<file path="src/rtl/ddr3_rd_burst_ctrl_pkg.sv">
// ddr3_rd_burst_ctrl_pkg: shared FSM encoding and AXI read constants
package ddr3_rd_burst_ctrl_pkg;
  typedef enum logic [1:0] {IDLE, AR, R} state_t;
  localparam logic [2:0] AXI_SIZE_16B = 3'b100;
  localparam logic [1:0] AXI_BURST_INCR = 2'b01;
  localparam int unsigned BEAT_BYTES = 16;
endpackage

</file>
<file path="src/rtl/ddr3_rd_burst_ctrl_if.sv">
// ddr3_rd_burst_ctrl_if: AXI4 read address/data channels between master and MIG slave
interface ddr3_rd_burst_ctrl_if #(parameter int unsigned ADDR_W = 28);
  logic [ADDR_W-1:0] M_AXI_ARADDR;
  logic [7:0] M_AXI_ARLEN;
  logic [2:0] M_AXI_ARSIZE;
  logic [1:0] M_AXI_ARBURST;
  logic M_AXI_ARVALID;
  logic M_AXI_ARREADY;
  logic [127:0] M_AXI_RDATA;
  logic [1:0] M_AXI_RRESP;
  logic M_AXI_RLAST;
  logic M_AXI_RVALID;
  logic M_AXI_RREADY;
  modport master(
    output M_AXI_ARADDR, M_AXI_ARLEN, M_AXI_ARSIZE, M_AXI_ARBURST, M_AXI_ARVALID, M_AXI_RREADY,
    input M_AXI_ARREADY, M_AXI_RDATA, M_AXI_RRESP, M_AXI_RLAST, M_AXI_RVALID
  );
  modport slave(
    input M_AXI_ARADDR, M_AXI_ARLEN, M_AXI_ARSIZE, M_AXI_ARBURST, M_AXI_ARVALID, M_AXI_RREADY,
    output M_AXI_ARREADY, M_AXI_RDATA, M_AXI_RRESP, M_AXI_RLAST, M_AXI_RVALID
  );
endinterface

</file>
<file path="src/rtl/ddr3_rd_burst_ctrl_rd_addr_gen.sv">
// rd_addr_gen: burst counter and linear frame address with wrap and frame_done pulse
module rd_addr_gen
  import ddr3_rd_burst_ctrl_pkg::*;
#(
  parameter int unsigned Brust_Length = 16,
  parameter int unsigned ADDR_W = 28,
  parameter int unsigned FRAME_BASE = 0,
  parameter int unsigned FRAME_BEATS = 98304
) (
  input  logic clk,
  input  logic rst_n,
  input  logic step,
  output logic [ADDR_W-1:0] addr,
  output logic frame_done
);
  localparam int unsigned NB = FRAME_BEATS / Brust_Length;
  localparam int CW = $clog2(NB + 1);
  logic [CW-1:0] cnt;
  logic wrap;
  assign wrap = cnt == CW'(NB - 1);
  always_ff @(posedge clk or negedge rst_n)
    if (!rst_n) begin
      addr <= ADDR_W'(FRAME_BASE);
      cnt <= '0;
      frame_done <= 1'b0;
    end else begin
      frame_done <= step && wrap;
      if (step) begin
        addr <= wrap ? ADDR_W'(FRAME_BASE) : addr + ADDR_W'(Brust_Length * BEAT_BYTES);
        cnt <= wrap ? '0 : cnt + CW'(1);
      end
    end
endmodule

</file>
<file path="src/rtl/ddr3_rd_burst_ctrl.sv">
// ddr3_rd_burst_ctrl: AXI4 read-burst master streaming a frame buffer into the pixel FIFO.
// Define RD_RRESP_CHK_EN to add the sticky rd_err output for non-OKAY read responses.
module ddr3_rd_burst_ctrl
  import ddr3_rd_burst_ctrl_pkg::*;
#(
  parameter int unsigned Brust_Length = 16,
  parameter int unsigned ADDR_W = 28,
  parameter int unsigned FRAME_BASE = 0,
  parameter int unsigned FRAME_BEATS = 98304
) (
  input  logic ui_clk_100MHZ,
  input  logic Rst_n,
  input  logic init_calib_complete,
  input  logic rdata_req,
  ddr3_rd_burst_ctrl_if.master axi,
  output logic [127:0] FIFO_WR_rdata,
  output logic rdata_fifo_Wr_en,
  output logic frame_done
`ifdef RD_RRESP_CHK_EN
  ,
  output logic rd_err
`endif
);
  state_t state;
  logic beat, last;
  assign beat = axi.M_AXI_RVALID && axi.M_AXI_RREADY;
  assign last = beat && axi.M_AXI_RLAST;
  assign axi.M_AXI_ARLEN = 8'(Brust_Length - 1);
  assign axi.M_AXI_ARSIZE = AXI_SIZE_16B;
  assign axi.M_AXI_ARBURST = AXI_BURST_INCR;
  assign rdata_fifo_Wr_en = beat;
  assign FIFO_WR_rdata = axi.M_AXI_RDATA;
  // rdata_req is only looked at in IDLE, keeping a single burst outstanding
  always_ff @(posedge ui_clk_100MHZ or negedge Rst_n)
    if (!Rst_n) begin
      state <= IDLE;
      axi.M_AXI_ARVALID <= 1'b0;
      axi.M_AXI_RREADY <= 1'b0;
    end else
      case (state)
        IDLE: if (init_calib_complete && rdata_req) begin
          state <= AR;
          axi.M_AXI_ARVALID <= 1'b1;
        end
        AR: if (axi.M_AXI_ARREADY) begin
          state <= R;
          axi.M_AXI_ARVALID <= 1'b0;
          axi.M_AXI_RREADY <= 1'b1;
        end
        R: if (last) begin
          state <= IDLE;
          axi.M_AXI_RREADY <= 1'b0;
        end
        default: state <= IDLE;
      endcase
  rd_addr_gen #(
    .Brust_Length(Brust_Length),
    .ADDR_W(ADDR_W),
    .FRAME_BASE(FRAME_BASE),
    .FRAME_BEATS(FRAME_BEATS)
  ) u_addr (
    .clk(ui_clk_100MHZ),
    .rst_n(Rst_n),
    .step(last),
    .addr(axi.M_AXI_ARADDR),
    .frame_done(frame_done)
  );
`ifdef RD_RRESP_CHK_EN
  always_ff @(posedge ui_clk_100MHZ or negedge Rst_n)
    if (!Rst_n) rd_err <= 1'b0;
    else if (beat && axi.M_AXI_RRESP != 2'b00) rd_err <= 1'b1;
`else
  logic unused_rresp;
  assign unused_rresp = ^axi.M_AXI_RRESP;
`endif
endmodule

</file>
<file path="src/flat_wrapper.sv">
// flat-port wrapper written by rule: the top's interface ports become plain ports
module ddr3_rd_burst_ctrl_flat import ddr3_rd_burst_ctrl_pkg::*;
#(
  parameter int unsigned Brust_Length = 16,
  parameter int unsigned ADDR_W = 28,
  parameter int unsigned FRAME_BASE = 0,
  parameter int unsigned FRAME_BEATS = 98304
)
  (ui_clk_100MHZ, Rst_n, init_calib_complete, rdata_req, FIFO_WR_rdata, rdata_fifo_Wr_en, frame_done, axi_M_AXI_ARADDR, axi_M_AXI_ARLEN, axi_M_AXI_ARSIZE, axi_M_AXI_ARBURST, axi_M_AXI_ARVALID, axi_M_AXI_RREADY, axi_M_AXI_ARREADY, axi_M_AXI_RDATA, axi_M_AXI_RRESP, axi_M_AXI_RLAST, axi_M_AXI_RVALID);
  ddr3_rd_burst_ctrl_if #(.ADDR_W(ADDR_W)) axi_i ();
  input  logic ui_clk_100MHZ;
  input  logic Rst_n;
  input  logic init_calib_complete;
  input  logic rdata_req;
  output logic [127:0] FIFO_WR_rdata;
  output logic rdata_fifo_Wr_en;
  output logic frame_done;
  output wire logic [$bits(axi_i.M_AXI_ARADDR)-1:0] axi_M_AXI_ARADDR;
  output wire logic [$bits(axi_i.M_AXI_ARLEN)-1:0] axi_M_AXI_ARLEN;
  output wire logic [$bits(axi_i.M_AXI_ARSIZE)-1:0] axi_M_AXI_ARSIZE;
  output wire logic [$bits(axi_i.M_AXI_ARBURST)-1:0] axi_M_AXI_ARBURST;
  output wire logic [$bits(axi_i.M_AXI_ARVALID)-1:0] axi_M_AXI_ARVALID;
  output wire logic [$bits(axi_i.M_AXI_RREADY)-1:0] axi_M_AXI_RREADY;
  input wire logic [$bits(axi_i.M_AXI_ARREADY)-1:0] axi_M_AXI_ARREADY;
  input wire logic [$bits(axi_i.M_AXI_RDATA)-1:0] axi_M_AXI_RDATA;
  input wire logic [$bits(axi_i.M_AXI_RRESP)-1:0] axi_M_AXI_RRESP;
  input wire logic [$bits(axi_i.M_AXI_RLAST)-1:0] axi_M_AXI_RLAST;
  input wire logic [$bits(axi_i.M_AXI_RVALID)-1:0] axi_M_AXI_RVALID;
  assign axi_M_AXI_ARADDR = axi_i.M_AXI_ARADDR;
  assign axi_M_AXI_ARLEN = axi_i.M_AXI_ARLEN;
  assign axi_M_AXI_ARSIZE = axi_i.M_AXI_ARSIZE;
  assign axi_M_AXI_ARBURST = axi_i.M_AXI_ARBURST;
  assign axi_M_AXI_ARVALID = axi_i.M_AXI_ARVALID;
  assign axi_M_AXI_RREADY = axi_i.M_AXI_RREADY;
  assign axi_i.M_AXI_ARREADY = axi_M_AXI_ARREADY;
  assign axi_i.M_AXI_RDATA = axi_M_AXI_RDATA;
  assign axi_i.M_AXI_RRESP = axi_M_AXI_RRESP;
  assign axi_i.M_AXI_RLAST = axi_M_AXI_RLAST;
  assign axi_i.M_AXI_RVALID = axi_M_AXI_RVALID;
  ddr3_rd_burst_ctrl #(.Brust_Length(Brust_Length), .ADDR_W(ADDR_W), .FRAME_BASE(FRAME_BASE), .FRAME_BEATS(FRAME_BEATS)) u_core (.ui_clk_100MHZ(ui_clk_100MHZ), .Rst_n(Rst_n), .init_calib_complete(init_calib_complete), .rdata_req(rdata_req), .axi(axi_i), .FIFO_WR_rdata(FIFO_WR_rdata), .rdata_fifo_Wr_en(rdata_fifo_Wr_en), .frame_done(frame_done));
endmodule
</file>
<file path="config.mk">
export PLATFORM = sky130hd
export DESIGN_NAME = ddr3_rd_burst_ctrl_flat
export DESIGN_NICKNAME = d
export VERILOG_FILES = /design/src/rtl/ddr3_rd_burst_ctrl_pkg.sv /design/src/rtl/ddr3_rd_burst_ctrl_if.sv /design/src/rtl/ddr3_rd_burst_ctrl_rd_addr_gen.sv /design/src/rtl/ddr3_rd_burst_ctrl.sv /design/src/flat_wrapper.sv
export SDC_FILE = /design/constraint.sdc
export NUM_CORES = 1
export LEC_CHECK = 0
export ABC_AREA = 1
export BUFFER_PORTS_ARGS = -buffer_cell sky130_fd_sc_hd__buf_2
export CAP_MARGIN = 5
export CORE_AREA = 2 2 121 123
export CTS_CLUSTER_SIZE = 10
export DETAILED_ROUTE_END_ITERATION = 7
export DIE_AREA = 0 0 123 125
export PLACE_DENSITY = 0.65
export SYNTH_ARGS = -nofsm -noshare
export SYNTH_HDL_FRONTEND = slang
export SYNTH_HIERARCHICAL = 1
export SYNTH_SLANG_ARGS = --single-unit
export TNS_END_PERCENT = 20
</file>
<file path="constraint.sdc">
create_clock -name ui_clk_100MHZ -period 1.9 [get_ports ui_clk_100MHZ]
set_input_delay 0.285 -clock ui_clk_100MHZ [delete_from_list [all_inputs] [get_ports ui_clk_100MHZ]]
set_output_delay 0.285 -clock ui_clk_100MHZ [all_outputs]
set_load 0.01 [all_outputs]
</file>
==> results of run 1 <==
## how the worst max path moves through the flow
stage | cells after the start | start | end
floorplan | 8 | u_core/axi.M_AXI_RREADY | u_core/u_addr/addr[20]
global placement | 9 | u_core/axi.M_AXI_RREADY | u_core/u_addr/cnt[9]
detailed placement | 9 | u_core/axi.M_AXI_RREADY | u_core/u_addr/cnt[9]
CTS | 9 | u_core/axi.M_AXI_RREADY | u_core/u_addr/cnt[9]
global route | 9 | u_core/axi.M_AXI_RREADY | u_core/u_addr/cnt[9]
finish | 9 | u_core/axi.M_AXI_RREADY | u_core/u_addr/cnt[9]
## metal layers
layer | GRT usage [%] | vias up
li1 | - | 961
met4 | 8.890 | 0
met1 | 8.753 | 868
met5 | 0 | -
met2 | 11.89 | 96
met3 | 4.425 | 62
## per-stage QoR
stage               power, W  cells  utilization, %  setup WS [ns]  area (um2)
floorplan           0.001728    449               -         0.4828        3266
global placement    0.001619    515           17.79         0.2892        2527
detailed placement  0.001632    515           17.79         0.2722        2527
CTS                 0.002506    524           18.93         0.2485        2689
global route        0.002631    524           18.93        0.08859        2689
finish              0.002450    524           18.93         0.2974        2689
## flip-flops by register name, indices dropped and copies added, names as in the netlist
| register | cells |
|---|---|
| u_core/state | 2 |
| u_core/axi.M_AXI_RREADY | 1 |
| u_core/u_addr/frame_done | 1 |
| u_core/u_addr/addr | 20 |
| u_core/axi.M_AXI_ARVALID | 1 |
| u_core/u_addr/cnt | 13 |
## power by group
group | switching, W | internal (W) | total [W]
combinational | 0.000317 | 0.000189 | 0.000506
clock | 0.000328 | 0.000519 | 0.000847
sequential | 0.000153 | 0.000944 | 0.00110
## cell families (layout without fill, tap and decap cells)
kind of cell	count (synthesis)	in the layout	synth area share (%)
AO/OA/AOI/OAI	18	18	3.051
XOR/XNOR	5	5	1.369
adder cells (fa/ha/maj)	2	2	0.7823
buffers and inverters	192	83	40.49
flip-flops	38	38	29.73
other	3	21	0.3521
AND/OR/NAND/NOR	173	173	24.22
## cells in the final DEF (no fill, tap or decap), types with 4 or more instances in the layout
cell,instances
a21oi_1,7
buf_2,30
clkbuf_16,5
conb_1,21
dfrtp_1,38
inv_1,39
nand2_1,77
nand3_1,15
nand4_1,5
nor2_1,54
nor3_1,6
o21ai_0,5
xor2_1,4
## worst max-delay path, stage by stage, from the launching register on
cell and delay, ns:
dfrtp_1 0.38, nand2_2 0.10, nor2_4 0.18, nand4_2 0.19, nor2_4 0.21, nand2_4 0.18, nand2_1 0.13, nand2_1 0.05
nand2_1 0.05, inv_1 0.03
## cell type report
class,count,area [um2],share of cell area [%]
Inverter,41,153.9,5.724
Tap cell,184,230.2,8.562
Clock inverter,2,12.51,0.4653
Clock buffer,6,138.9,5.165
Sequential cell,38,950.9,35.37
Multi-Input combinational cell,219,1020,37.92
Timing Repair Buffer,34,182.7,6.794
## timing repair
action,CTS,global route
endpoints found under the hold margin,18,0
gates resized for setup,0,0
hold buffers,1,0
setup buffers,0,0
==> flow_summary_export.csv, run 1 <==
group,metric,value,unit
die,die-area,0.01538,mm2
hold_path,hold_path.class,"in -> reg",
clocking,cts.sinks,38,
synth,synth_edf_count,0,
global_routing,grt_antenna_before_repair,0,
routing,routed.top_layer,"met4",
clocking,clk_latency,0.29,ns
hold_path,hold_end,"u_core/state[0]",
synth,synthArstFlopShare,100.0,%
hold_path,hold_depth,2,
synth,ys_warn_count,6,
clocking,cts_root_buf,"clkbuf_16",
die,rows,44,
routing,post_drt_wl_per_cell,11.96,um
clocking,numCtsBuffers,5,
synth,synth.area.top_cells,"buf_4 35%, dfrtp_1 30%, nand2_1 9.0%, nor2_1 6.3%, inv_1 4.6%",
global_routing,grt_overflow,0,
timing,layout_min_cycle_time,1.603,ns
setup_path,r2r_end,"u_core/u_addr/cnt[9]",
timing,max_freq,0.6240,GHz
routing,dr.pass1.iters,4,
synth,synth_top_cells_by_count,"149 x buf_4, 77 x nand2_1, 54 x nor2_1, 39 x inv_1, 38 x dfrtp_1",
clocking,cts_max_level,2,
setup_path,start_kind,"flip-flop",
global_routing,grt_max_degree,21,
setup_path,r2r_slack,0.30,ns
timing,grt_setup_unrepaired,"false",
synth,yosysMostFrequentCell,"buf_4",
setup_path,cp_max_fo,19,
timing,setup_viol,0,
routing,drt-met1-wl,2257,um
global_routing,grt_first_pass_wirelength,9936,um
run_status,status,"finished, final reports clean",
placement,hpwl,4914,um
pwr,ir_drop,340.0,uV
routing,drt-initial-drc-count,118,
timing,timing.setup.tns,0,ns
synth,yosys.area.top_type,"buf_4",
global_routing,track_usage,8.539,%
routing,vias_per_cell,3.792,
cells_and_area,drive_gt1_share,17.06,%
synth,synth_area_per_cell,7.420,um2
timing,min_period_over_period,84.35,%
routing,dr_wl_met3,809,um
routing,ant_nets,0,
global_routing,grt_pass1_vias,1981,
routing,wirelength,6268,um
routing,drc,0,
synth,syn_area,0.003198,mm2
placement,place_congestion,0.7526,
clocking,cts_tree,"done",
synth,synth-main-ff-cell,"dfrtp_1",
routing,met2_length,2573,um
job,drv_cap,0,
timing,hold_viol,0,
cells_and_area,final_nets,478,
synth,synth_top_area_share,34.98,%
timing,drv_slew,0,
setup_path,r2r-start,"u_core/axi.M_AXI_RREADY",
die,start_util,22.52,%
die,die_w,123,um
synth,ys_ff_latch,38,
clocking,clockBufferDepth,2,
cells_and_area,diodes,0,
setup_path,worstRegToRegCells,9,
pwr,pwr_density_cell,911.2,mW/mm2
timing,whs,0.2391,ns
setup_path,end_kind,"flip-flop",
setup_path,cp_data_required_time,2.08,ns
placement,port_buffers,30,
die,ios,310,
synth,yosysSeqAreaShare,29.73,%
routing,vias,1987,
setup_path,arrival,1.78,ns
cells_and_area,fillers,1602,
synth,synth_cell_type_count,28,
cells_and_area,synthToLayoutAreaGrowth,-15.92,%
clocking,clk_pin_slew,0.05,ns
timing,fin_skew,0.005613,ns
die,core_area,0.01420,mm2
pwr,p_leak,1.445,nW
die,die_y,125,um
hold_path,min-delay-start,"axi_M_AXI_ARREADY",
setup_path,crit_type,"reg -> reg",
synth,synth_cells,431,
(Power assumes the default switching activity.)
==> run 2: changes to the inputs <==
--- a/config.mk
+++ b/config.mk
@@ -5,14 +5,14 @@
 export SDC_FILE = /design/constraint.sdc
 export NUM_CORES = 1
 export LEC_CHECK = 0
-export ABC_AREA = 1
+export ABC_AREA = 0
 export BUFFER_PORTS_ARGS = -buffer_cell sky130_fd_sc_hd__buf_2
 export CAP_MARGIN = 5
-export CORE_AREA = 2 2 121 123
+export CORE_AREA = 2 2 122 124
 export CTS_CLUSTER_SIZE = 10
 export DETAILED_ROUTE_END_ITERATION = 7
-export DIE_AREA = 0 0 123 125
-export PLACE_DENSITY = 0.65
+export DIE_AREA = 0 0 124 126
+export PLACE_DENSITY = 0.64
 export SYNTH_ARGS = -nofsm -noshare
 export SYNTH_HDL_FRONTEND = slang
 export SYNTH_HIERARCHICAL = 1
==> constraint.sdc (replaced) <==
create_clock -name ui_clk_100MHZ -period 1.38 [get_ports ui_clk_100MHZ]
set_input_delay 0.207 -clock ui_clk_100MHZ [delete_from_list [all_inputs] [get_ports ui_clk_100MHZ]]
set_output_delay 0.207 -clock ui_clk_100MHZ [all_outputs]
set_load 0.01 [all_outputs]
==> run 2 against run 1 <==
  * The run now ends with negative hold slack, negative setup slack left
  * Non-clock buffer count up 45
  * Hold slack worse by 0.26 ns
  * Design area grew 5.5%
  * Largest cell class unchanged
==> flow_summary_export.csv, run 2 <==
group,metric,value,unit
setup_path,cp_cell_sequence,"and3_4 -> nand4_1 -> or4_4 -> or3_4 -> a21oi_2",
setup_path,r2r_slack,-0.41,ns
run_status,violations,"negative hold slack, negative setup slack",
timing,layout_min_cycle_time,1.794,ns
routing,vias,1884,
global_routing,grt_overflow,0,
global_routing,track_usage,8.028,%
cells_and_area,synthToLayoutAreaGrowth,-3.939,%
cells_and_area,layout_commonest_cell,"buf_4",
setup_path,worstRegToRegCells,5,
cells_and_area,design_area,0.002838,mm2
synth,synth.area.top_cells,"buf_4 38%, dfrtp_1 32%, xnor2_1 3.6%, nand4_1 2.5%, nor2_1 2.0%",
routing,drc,0,
synth,synth_cells,331,
die,die_y,126,um
routing,dr.pass1.iters,6,
placement,hpwl,5457,um
placement,place_congestion,0.7247,
setup_path,end_kind,"flip-flop",
pwr,pwr_density_cell,1127,mW/mm2
cells_and_area,largest_reg_flops,20,
synth,yosysMostFrequentCell,"buf_4",
timing,max_freq,0.5574,GHz
timing,min_period_over_period,130.0,%
job,drv_cap,0,
clocking,cts_tree,"done",
global_routing,grt_max_degree,39,
clocking,cts.sinks,38,
setup_path,cp_max_fo,3,
clocking,numCtsBuffers,5,
die,start_util,20.64,%
hold_path,hold_path.class,"in -> async",
synth,synth_area_per_cell,8.925,um2
pwr,ir_drop,467.3,uV
placement,postPlaceCellArea,0.002634,mm2
clocking,cts_root_buf,"clkbuf_16",
pwr,power,0.003197,W
synth,syn_area,0.002954,mm2
setup_path,r2r-start,"u_core/axi.M_AXI_RREADY",
cells_and_area,regMostFlops,"u_core/u_addr/addr",
timing,grt_setup_unrepaired,"true",
routing,vias_per_cell,4.052,
setup_path,cp-startpoint,"u_core/axi.M_AXI_RREADY",
setup_path,start_kind,"flip-flop",
synth,synth-main-ff-cell,"dfrtp_1",
die,die_w,124,um
routing,ant_nets,0,
synth,ys_ff_latch,38,
die,core_area,0.01431,mm2
cells_and_area,final_nets,420,
synth,synth_cell_type_count,38,
setup_path,cp_data_required_time,1.59,ns
cells_and_area,post-route-util,19.83,%
timing,setup_ws,-0.4140,ns
global_routing,grt_antenna_before_repair,0,
cells_and_area,mostFrequentLayoutCells,"46 x buf_4, 38 x dfrtp_1, 30 x buf_2",
setup_path,crit_type,"reg -> reg",
run_status,status,"complete, but fails checks",
setup_path,cp_slowest_cell,"or4_4",
global_routing,grt_pass1_vias,1739,
clocking,clk_latency,0.27,ns
synth,yosysSeqAreaShare,32.19,%
synth,yosys.area.top_type,"buf_4",
routing,wirelength,6936,um
cells_and_area,reg_top3,"u_core/u_addr/addr (20), u_core/u_addr/cnt (13), u_core/state (2)",
cells_and_area,drive_gt1_share,35.23,%
die,die-area,0.01562,mm2
setup_path,critPathMaxStageDelay,0.60,ns
routing,drt-initial-drc-count,56,
routing,post_drt_wl_per_cell,14.92,um
synth,synth_edf_count,0,
synth,ys_warn_count,6,
cells_and_area,diodes,0,
synth,synth_top_area_share,37.87,%
clocking,postCtsHoldBufs,0,
die,ios,310,
timing,fin_skew,0.003121,ns
timing,drv_slew,0,
clocking,clockBufferDepth,2,
synth,synth_top_cells_by_count,"149 x buf_4, 38 x dfrtp_1, 16 x nor2_1",
timing,whs,-0.02096,ns
timing,hold_viol,31,
placement,port_buffers,30,
setup_path,arrival,2.00,ns
setup_path,r2r_end,"u_core/u_addr/addr[24]",
die,rows,44,
clocking,cts_max_level,2,
synth,synthArstFlopShare,100.0,%
pwr,p_leak,1.348,nW
clocking,clk_pin_slew,0.06,ns
timing,setup_viol,29,
global_routing,grt_first_pass_wirelength,9597,um
==> run 2: through the flow <==
| step | TNS (ns) | instances | setup WS [ns] | hold slack (ns) |
|---|---|---|---|---|
| 3_3_place_gp | -8.310 | 455 | -0.3678 | 0.2885 |
| 6_report | -9.088 | 465 | -0.4140 | -0.02096 |
| 5_1_grt | -11.34 | 465 | -0.4768 | 0.03915 |
| 2_1_floorplan | -5.805 | 349 | -0.4616 | -0.08859 |
| 3_5_place_dp | -9.402 | 455 | -0.4130 | 0.2973 |
| 4_1_cts | -9.389 | 463 | -0.3788 | 0.009007 |
==> run 2: worst max path at each step <==
stage                                   endpoint  slack, ns  cells after the start
after floorplan           u_core/u_addr/addr[26]      -0.46                      5
final                     u_core/u_addr/addr[24]      -0.41                      5
after detailed placement  u_core/u_addr/addr[26]      -0.41                      5
after global routing      u_core/u_addr/addr[24]      -0.48                      5
after CTS                 u_core/u_addr/addr[24]      -0.38                      5
after global placement    u_core/u_addr/addr[24]      -0.37                      5
==> run 2: logic make-up (layout without fill, tap and decap cells) <==
family / after synthesis / count (layout) / synth area share (%)
buffers and inverters: 159 / 91 / 39.14
and+or+nand+nor: 81 / 81 / 15.29
DFF: 38 / 38 / 32.19
AOI/OAI and AO/OA: 24 / 24 / 4.702
xor gates and xnor gates: 18 / 18 / 5.337
muxes: 6 / 6 / 2.118
other: 3 / 21 / 0.3812
adders and majority gates: 2 / 2 / 0.8470
==> run 2: layer usage <==
| metal | vias to the layer above | wire length, um | track usage [%] |
|---|---|---|---|
| met5 | - | 0 | 0 |
| met1 | 923 | 2397 | 8.294 |
| met4 | 0 | 284 | 4.164 |
| met3 | 38 | 775 | 3.487 |
| li1 | 821 | - | - |
| met2 | 102 | 3478 | 13.64 |
==> run 2: final cells by class <==
| cell class | instances | area [um2] |
|---|---|---|
| fill | 1594 | 11480 |
| multi-input combinational | 152 | 972.2 |
| sequential | 38 | 950.9 |
| timing repair buffer | 79 | 533.0 |
| tap | 184 | 230.2 |
| clock buffer | 7 | 132.6 |
| inverter | 5 | 18.77 |
==> run 2: critical path: cells and delay by family, from the launching register on <==
| kind | cells | cell delay, ns |
|---|---|---|
| and+or+nand+nor | 4 | 1.29 |
| DFF | 1 | 0.34 |
| AOI/OAI and AO/OA | 1 | 0.11 |
==> run 2: what timing repair did <==
item | in CTS | in global routing
gates cloned | 0 | 1
pin swaps | 6 | 4
setup endpoints to repair | 31 | 32
setup buffers | 1 | 1
gates resized for setup | 2 | 14
==> run 2: power breakdown <==
group / switching (W) / internal [W] / total, W / leakage (nW)
sequential: 0.0000979 / 0.00124 / 0.00134 / 0.517
combinational: 0.000399 / 0.000386 / 0.000785 / 0.766
clock: 0.000413 / 0.000661 / 0.00107 / 0.0640
total: 0.000909 / 0.00229 / 0.00320 / 1.35
